File: src/rtl/qos_pkg.sv
// Types and constants shared by the QoS egress path: port indices, scheduler
// state encoding and the round-robin search helper.
package qos_pkg;

   localparam int NPORT  = 4;
   localparam int DATA_W = 12;

   typedef logic [1:0] port_idx_t;

   typedef enum logic [1:0] {
      IDLE   = 2'd0,
      SERVE  = 2'd1,
      ROTATE = 2'd2
   } sched_state_t;

   typedef struct packed {
      logic      found;
      port_idx_t idx;
   } port_pick_t;

   // First non-empty port at or after start, wrapping modulo NPORT.
   function automatic port_pick_t pick_first(input logic [NPORT-1:0] empty,
                                             input port_idx_t        start);
      port_pick_t pick;
      port_idx_t  cand;
      pick = '0;
      for (int i = NPORT - 1; i >= 0; i--) begin
         cand = start + port_idx_t'(i);
         if (!empty[cand]) begin
            pick.found = 1'b1;
            pick.idx   = cand;
         end
      end
      return pick;
   endfunction

endpackage

File: src/rtl/egress_skid_buf.sv
// Two-entry FIFO-ordered output buffer that holds words arriving from the FIFO
// read pipeline until the downstream valid/ready handshake takes them.
module egress_skid_buf #(
   parameter int DATA_W = 12
) (
   input  logic              clk,
   input  logic              reset,
   input  logic              wr_en,
   input  logic [DATA_W-1:0] wr_data,
   input  logic [1:0]        wr_port,
   input  logic              rd_ready,
   output logic              rd_valid,
   output logic [DATA_W-1:0] rd_data,
   output logic [1:0]        rd_port,
   output logic [1:0]        occ
);
   import qos_pkg::*;

   logic [DATA_W-1:0] data_q [2];
   port_idx_t         port_q [2];
   logic              head;
   logic              wr_slot;
   logic              fire;

   assign rd_valid = (occ != 2'd0);
   assign rd_data  = data_q[head];
   assign rd_port  = port_q[head];
   assign fire     = rd_valid & rd_ready;
   // occ never reaches 2 on a write cycle, so head+occ mod 2 is always a free slot
   assign wr_slot  = head ^ occ[0];

   always_ff @(posedge clk) begin
      if (reset) begin
         data_q <= '{default: '0};
         port_q <= '{default: '0};
         head   <= 1'b0;
         occ    <= 2'd0;
      end else begin
         if (wr_en) begin
            data_q[wr_slot] <= wr_data;
            port_q[wr_slot] <= wr_port;
         end
         if (fire) head <= ~head;
         occ <= occ + {1'b0, wr_en} - {1'b0, fire};
      end
   end

endmodule

File: src/rtl/egress_scheduler.sv
// Round-robin, burst-limited pop scheduler merging four QoS output FIFOs into
// one valid/ready stream. Per-port fire counters exist only with EGRESS_STATS_EN.
//
// state  | meaning
// IDLE   | no grant; waiting for any non-empty FIFO
// SERVE  | popping the granted FIFO while the buffer has room
// ROTATE | one-cycle hand-off: advance rr pointer, clear burst, pick next port
module egress_scheduler #(
   parameter int DATA_W = 12,
   parameter int BURST  = 4,
   parameter int CNT_W  = 8
) (
   input  logic              clk,
   input  logic              reset,
   input  logic [3:0]        fifo_empty,
   input  logic [DATA_W-1:0] fifo_data0,
   input  logic [DATA_W-1:0] fifo_data1,
   input  logic [DATA_W-1:0] fifo_data2,
   input  logic [DATA_W-1:0] fifo_data3,
   output logic [3:0]        fifo_pop,
   output logic              out_valid,
   input  logic              out_ready,
   output logic [DATA_W-1:0] out_data,
   output logic [1:0]        out_port,
   output logic              idle,
   input  logic [1:0]        stat_idx,
   output logic [CNT_W-1:0]  stat_count
);
   import qos_pkg::*;

   sched_state_t      state, state_nxt;
   port_idx_t         grant, grant_nxt;
   port_idx_t         rr_ptr, rr_nxt;
   port_idx_t         search_start;
   port_idx_t         inflight_idx;
   port_pick_t        pick;
   logic [3:0]        burst_cnt, burst_nxt;
   logic              pop_en, pop_any, pop_ok;
   logic              inflight, fire;
   logic [1:0]        occ;
   logic [2:0]        pending;
   logic [DATA_W-1:0] rd_word;

   assign fire    = out_valid & out_ready;
   assign pending = {1'b0, occ} + {2'b0, inflight} - {2'b0, fire};
   assign pop_ok  = (pending <= 3'd1);

   // ROTATE searches from the pointer it is about to write, not the stale one
   assign search_start = (state == ROTATE) ? port_idx_t'(grant + 2'd1) : rr_ptr;
   assign pick         = pick_first(fifo_empty, search_start);

   always_comb begin
      state_nxt = state;
      grant_nxt = grant;
      rr_nxt    = rr_ptr;
      burst_nxt = burst_cnt;
      pop_en    = 1'b0;
      case (state)
         IDLE: begin
            if (pick.found) begin
               grant_nxt = pick.idx;
               state_nxt = SERVE;
            end
         end
         SERVE: begin
            if (!fifo_empty[grant] && pop_ok) begin
               pop_en    = 1'b1;
               burst_nxt = burst_cnt + 4'd1;
               if (burst_nxt == 4'(BURST)) state_nxt = ROTATE;
            end else if (fifo_empty[grant]) begin
               state_nxt = ROTATE;
            end
         end
         ROTATE: begin
            rr_nxt    = grant + 2'd1;
            burst_nxt = 4'd0;
            if (pick.found) begin
               grant_nxt = pick.idx;
               state_nxt = SERVE;
            end else begin
               state_nxt = IDLE;
            end
         end
         default: state_nxt = IDLE;
      endcase
   end

   // A pop during the reset cycle would lose a word, so it is suppressed
   assign fifo_pop = (pop_en && !reset) ? (4'b0001 << grant) : 4'b0000;
   assign pop_any  = |fifo_pop;

   always_ff @(posedge clk) begin
      if (reset) begin
         state        <= IDLE;
         grant        <= '0;
         rr_ptr       <= '0;
         burst_cnt    <= '0;
         inflight     <= 1'b0;
         inflight_idx <= '0;
      end else begin
         state     <= state_nxt;
         grant     <= grant_nxt;
         rr_ptr    <= rr_nxt;
         burst_cnt <= burst_nxt;
         inflight  <= pop_any;
         if (pop_any) inflight_idx <= grant;
      end
   end

   always_comb begin
      rd_word = fifo_data0;
      case (inflight_idx)
         2'd1:    rd_word = fifo_data1;
         2'd2:    rd_word = fifo_data2;
         2'd3:    rd_word = fifo_data3;
         default: rd_word = fifo_data0;
      endcase
   end

   egress_skid_buf #(.DATA_W(DATA_W)) u_skid (
      .clk      (clk),
      .reset    (reset),
      .wr_en    (inflight),
      .wr_data  (rd_word),
      .wr_port  (inflight_idx),
      .rd_ready (out_ready),
      .rd_valid (out_valid),
      .rd_data  (out_data),
      .rd_port  (out_port),
      .occ      (occ)
   );

   assign idle = (state == IDLE) && (occ == 2'd0) && !inflight;

`ifdef EGRESS_STATS_EN
   logic [CNT_W-1:0] stat_q [NPORT];

   always_ff @(posedge clk) begin
      if (reset) begin
         stat_q <= '{default: '0};
      end else if (fire) begin
         stat_q[out_port] <= stat_q[out_port] + 1'b1;
      end
   end

   assign stat_count = stat_q[stat_idx];
`else
   logic unused_stat_idx;
   assign unused_stat_idx = ^stat_idx;
   assign stat_count      = '0;
`endif

endmodule

File: config.mk
export PLATFORM = sky130hd
export DESIGN_NAME = egress_scheduler
export DESIGN_NICKNAME = d
export VERILOG_FILES = /design/src/rtl/qos_pkg.sv /design/src/rtl/egress_skid_buf.sv /design/src/rtl/egress_scheduler.sv
export SDC_FILE = /design/constraint.sdc
export NUM_CORES = 1
export LEC_CHECK = 0
export ABC_AREA = 1
export CORE_ASPECT_RATIO = 0.5
export CORE_MARGIN = 3
export CORE_UTILIZATION = 42
export CTS_CLUSTER_SIZE = 28
export DETAILED_ROUTE_END_ITERATION = 8
export PLACE_DENSITY = 0.76
export REMOVE_ABC_BUFFERS = 1
export SLEW_MARGIN = 10
export SYNTH_ARGS = -nofsm -noshare
export SYNTH_HDL_FRONTEND = slang
export SYNTH_SLANG_ARGS = --single-unit
File: constraint.sdc
create_clock -name clk -period 2.7 [get_ports clk]
set_input_delay 0.54 -clock clk [delete_from_list [all_inputs] [get_ports clk]]
set_output_delay 0.54 -clock clk [all_outputs]
set_load 0.02 [all_outputs]
Word level (Yosys, flattened, before mapping) --
Cells that the tools add are included.
Word-level totals: register bits 44, input bits 57, word-level logic and storage cells 102
Cells by class: add/sub/neg operators 9, order comparisons 9, equality and inequality tests 10, shift-type cells 1, multiplexer cells 39, bitwise logic cells 5, reduce and logical (&&, ||, !) cells 17
Operator list (count):
- $mux W12 | 4
- $pmux W12 S3 | 1
- $bwmux W24 | 1
- $mux W2 | 9
- $lt A2 B3 Y1 const B | 5
- $demux W12 S1 | 1
- $mux W3 | 4
- $bmux W1 S2 | 5
- $mux W1 | 8
- $mux W4 | 2
- $pmux W4 S2 | 1
- $eq A2 B2 Y1 const B | 3
- $ne A3 B3 Y1 const B | 2
- $pmux W2 S3 | 1
- $logic_and A1 B1 Y1 | 5
- $add A2 B1 Y2 const B | 2
- $add A2 B2 Y2 const B | 2
- $add A4 B1 Y4 const B | 1
- $bwmux W4 | 1
- $eq A2 B1 Y1 const B | 2
- $eq A4 B3 Y1 const B | 1
- $ge A2 B2 Y1 const B | 2
- $logic_not A2 Y1 | 2
- $ne A2 B2 Y1 const B | 2
- 18 further kinds | 23

Logic depth before layout (Yosys ltp) --
Gate-level depths: netlist (run 1).
depth in word-level cells 11, gate-level depth with buffers 16, depth with buffers taken out 16

Modules after synthesis --
A second synthesis (run 1) with hierarchy kept.
Unflattened totals: cell total of the unflattened synthesis 510, area, all modules 2981.6 um^2
Modules (own cells, without submodules):
- egress_skid_buf | times used 1, cells each 267, area each 1616.6 um^2, sequential area each 620.6 um^2
- egress_scheduler | times used 1, cells each 243, area each 1365.1 um^2, sequential area each 260.2 um^2

Least setup slack after synthesis (run 1) --
No wires, ideal clock.
path kind register to output, start register u_skid.occ[0], end output port fifo_pop[0], arrival 2.331 ns, setup slack -0.171 ns, stages on the path, launching flop included 16, path buffers 0, cell sequence dfxtp_1 -> nor2_1 -> inv_1 -> nand2_1 -> inv_1 -> ha_1 -> inv_1 -> ha_1 -> fa_1 -> xor2_1 -> nand2_1 -> inv_1 -> nand2_1 -> nor2_1 -> inv_1 -> nor2_1
On the way: word-level cells in the longest chain between the ends 9, elaborated cells on any way between the ends 10, those cells by class add/sub: 2; order compare: 1; mux: 3; bitwise: 1; reduce/logical: 3
Ends and longest elaborated chain:
- start: declaration | RTL line egress_skid_buf.sv:15 | output logic [1:0] occ
- start signal: assignment | RTL line egress_skid_buf.sv:44 | occ <= occ + {1'b0, wr_en} - {1'b0, fire};
- $reduce_bool A2 Y1 | RTL line egress_skid_buf.sv:25 | assign rd_valid = (occ != 2'd0);
- named net out_valid | RTL line egress_scheduler.sv:21 | output logic out_valid,
- $and A1 B1 Y1 | RTL line egress_scheduler.sv:44 | assign fire = out_valid & out_ready;
- named net fire | RTL line egress_scheduler.sv:39 | logic inflight, fire;
- $sub A3 B1 Y3 | RTL line egress_scheduler.sv:45 | assign pending = {1'b0, occ} + {2'b0, inflight} - {2'b0, fire};
- $le A3 B1 Y1 | RTL line egress_scheduler.sv:46 | assign pop_ok = (pending <= 3'd1);
- $logic_and A1 B1 Y1 | RTL line egress_scheduler.sv:66 | if (!fifo_empty[grant] && pop_ok) begin
- $mux W1 | RTL line egress_scheduler.sv:66
- $mux W1 | RTL line egress_scheduler.sv:58 | case (state)
- $logic_and A1 B1 Y1 | RTL line egress_scheduler.sv:89 | assign fifo_pop = (pop_en && !reset) ? (4'b0001 << grant) : 4'b0000;
- $mux W4 | RTL line egress_scheduler.sv:89
- end: declaration | RTL line egress_scheduler.sv:20 | output logic [3:0] fifo_pop,
The timed path passes the listed nets, and every way through them passes these cells.

Final worst setup path (run 1) --
start register u_skid.occ[0], end output port fifo_pop[0]
On the way: word-level cells in the longest chain between the ends 9, elaborated cells on any way between the ends 10, those cells by class add/sub: 2; order compare: 1; mux: 3; bitwise: 1; reduce/logical: 3
Ends and longest elaborated chain (RTL line):
- $reduce_bool A2 Y1 | egress_skid_buf.sv:25
- $and A1 B1 Y1 | egress_scheduler.sv:44
- named net fire | egress_scheduler.sv:39
- $sub A3 B1 Y3 | egress_scheduler.sv:45
- $le A3 B1 Y1 | egress_scheduler.sv:46
- $logic_and A1 B1 Y1 | egress_scheduler.sv:66
- $mux W1 | egress_scheduler.sv:66
- $mux W1 | egress_scheduler.sv:58
- $logic_and A1 B1 Y1 | egress_scheduler.sv:89
- $mux W4 | egress_scheduler.sv:89
The timed path passes the listed nets, and every way through them passes these cells.

==> results.yml, run 1 <==
finish:
  drive_gt1_share_pct: 15.75
  n_fill_cell: 554
  final_nets: 592
  finalNonFillerCells: 615
  antenna_cells: 0
  area_growth_pct: 46.93
power_and_ir_drop:
  power_w: 0.003241
  p_per_area_nw_per_um2: 812.7
  leakagePower_nw: 1.848
  ir_drop_mv: 0.3765
timing:
  slew_headroom_pct: 38.86
  fin_ws_ps: -347.0
  worst_pin_slew_ps: 913.7
  fin_crit_ps: 3047
  setup_violations: 4
  rsz0062_at_grt: "yes"
  maxSlewViolCount: 0
  fmax_mhz: 328.2
  hold_violations: 0
  clock_skew_ps: 6.223
  fin_crit_sh_pct: 112.9
die:
  die_y_um: 62.84
  core_sq_um: 6156
  fp.dieArea_sq_um: 7521
  io_pins: 85
  initial_core_util_pct: 44.09
  die_x_um: 119.7
  rows: 20
clock_network:
  path_clk_slew_ps: 60
  cts_num_sinks: 44
  cts_inserted_buffers: 5
  cts_root_buffer: "clkbuf_16"
  cts_tree: "done"
  clkLatencyLatePin_ps: 280
  ctsHtreeMaxLevel: 2
  ctsHoldBuffers: 0
  cts_buffer_depth: 2
logic_synthesis:
  synthArstFlopShare_pct: 0
  yosysWarnings: 0
  synth_compound_area_share_pct: 17.10
  synth_xor_area_share_pct: 0.9682
  synth-edff-count: 0
  synth.area.mux_share_pct: 0
  synth-seq-cells: 44
  ys_types: 28
  synthTopCellsByCount: "nand2_1 (93), inv_1 (84), o21ai_0 (47)"
  synth.most_common_cell: "nand2_1"
  synth-simple-area-share_pct: 28.45
  synth_top_family_by_area: "simple AND/OR/NAND/NOR gates"
  yosys.area.top_type: "dfxtp_1"
  synth_area_leaders: "dfxtp_1 (32%), nand2_1 (13%), inv_1 (12%)"
  syn_inst: 428
  syn-cell-area_sq_um: 2714
  ys.flop_type: "dfxtp_1"
  synth_top_area_share_pct: 32.46
  avgSynthCellArea_sq_um: 6.341
  synth_adder_area_share_pct: 4.426
  ys_seq_area_share_pct: 32.46
grt:
  antenna_found_initial: 0
  grt_pass1_wl_mm: 12.28
  grt_pass1_vias: 2790
  gr-usage-all-layers_pct: 19.74
  grt_overflow: 0
  grt_max_degree: 33
setup_path:
  slowest_stage: "fa_2"
  cp-start-kind: "flip-flop"
  crit_type: "flip-flop to primary output"
  path_cells: "nor2_1, inv_1, nand2_2, inv_2, ha_4, inv_2, ha_4, fa_2, xor2_1, nand2_2, inv_2, nand2_4, nor2_4, clkinv_4, nor2_4, buf_6"
  arrival_ps: 2510
  critical_path_required_ps: 2160
  regToRegSetupSlack_ps: 80
  rr_endpoint: "inflight_idx[0]"
  r2r_start: "u_skid.occ[0]"
  slowest_delay_ps: 330
  reg2reg_depth: 17
  cp_common_cell: "inv_2"
  cp_max_fo: 4
  cp-end-kind: "primary output"
hold_path:
  hold_depth: 2
  hold_start: "u_skid.port_q[1]"
  hold_end: "u_skid.port_q[1]"
  min_path_type: "flip-flop to flip-flop"
route:
  ant_nets: 0
  drtPass1Iterations: 4
  totalWireLength_mm: 7.430
  drc: 0
  via_count: 2905
  first_iter_violations: 181
  routed_via_density: 4.724
  wl_per_cell_um: 12.08
placed_design:
  post-place-cells: 588
  place_congestion: 0.8686
  hpwl_mm: 4.989
  io_buffers: 74
job:
  cap_viol_max_count: 0
outcome:
  status: "finished, violations left"
  violations: "negative setup slack"
layout make-up:
type	count	area, sq um	area share, %
Multi-Input combinational cell	280	1494	37.46
Inverter	86	327.8	8.221
Clock buffer	6	128.9	3.232
Sequential cell	44	883.3	22.15
Tap cell	88	110.1	2.761
Timing Repair Buffer	109	1008	25.29
Clock inverter	2	35.03	0.8786
worst max path at each step:
stage / cells after the start / from / to
6_report: 16 / u_skid.occ[0] / fifo_pop[0]
2_1_floorplan: 15 / u_skid.occ[0] / fifo_pop[0]
5_1_grt: 16 / u_skid.occ[0] / fifo_pop[3]
3_5_place_dp: 15 / out_ready / fifo_pop[0]
3_3_place_gp: 15 / out_ready / fifo_pop[3]
4_1_cts: 16 / u_skid.occ[1] / fifo_pop[0]
power breakdown:
group,switching (W),internal [W]
Combinational,0.000945,0.000746
Sequential,0.0000983,0.000770
Clock,0.000246,0.000435
layout by cell type (no fill, tap or decap), types with 4 or more instances in the layout:
cell,n
clkdlybuf4s50_1,69
nand4_1,13
buf_6,4
inv_1,79
a21oi_1,38
nor2_4,6
inv_2,6
buf_4,35
ha_1,6
nand3_1,27
o21ai_0,45
clkbuf_16,5
nand2_2,14
dfxtp_1,42
nor2_1,13
nand2_1,90
conb_1,8
state kept, by name, summed over array words and instances, names as in the netlist:
signal and flops:
u_skid.head 1, state 2, u_skid.port_q 4, inflight 1
rr_ptr 2, grant 2, u_skid.occ 2, u_skid.data_q 24
inflight_idx 2, burst_cnt 4
layer usage:
layer | vias to the layer above | part of all wire, % | track usage, %
met1 | 1291 | 43 | 22.71
met2 | 84 | 50 | 36.03
li1 | 1524 | - | -
met4 | 0 | 1.0 | 6.990
met5 | - | 0 | 0
met3 | 6 | 6.4 | 4.521
through the flow:
step           setup TNS (ps)  worst slack [ps]  util, %  hold WS [ps]  cell area (sq um)
5_1_grt                 -1864            -452.6    64.78         480.1               3988
4_1_cts                 -1747            -394.0    63.70         454.7               3921
3_5_place_dp            -5431             -1100    58.27         445.0               3587
2_1_floorplan          -684.1            -171.0        -         423.7               2616
3_3_place_gp            -4830             -1018    58.27         434.5               3587
6_report                -1365            -347.0    64.78         452.5               3988
timing repair:
action / CTS / global route
pin swaps: 9 / 9
endpoints found under the setup margin: 6 / 7
endpoints found under the hold margin: 0 / 0
gates resized for setup: 33 / 23
buffers inserted: 21 / 3
cell families after synthesis:
family                   after synthesis
AND/OR/NAND/NOR                      170
buffers and inverters                111
AO/OA/AOI/OAI                         90
flip-flops                            44
adder cells (fa/ha/maj)                9
XOR/XNOR                               3
other                                  1
critical path: cells and delay by family (launching register included):
kind / cells / cell delay (ps)
xor gates and xnor gates: 1 / 170
adders and majority gates: 3 / 730
buffers and inverters: 6 / 470
DFF: 1 / 320
and+or+nand+nor: 6 / 540
Note: power is estimated with default switching activity, not from simulation.
==> run 2, diff against run 1 <==
CAP_MARGIN = 20   (was unset)
==> results of run 2 <==
Final layout, timing and power as in run 1 (identical DEF).
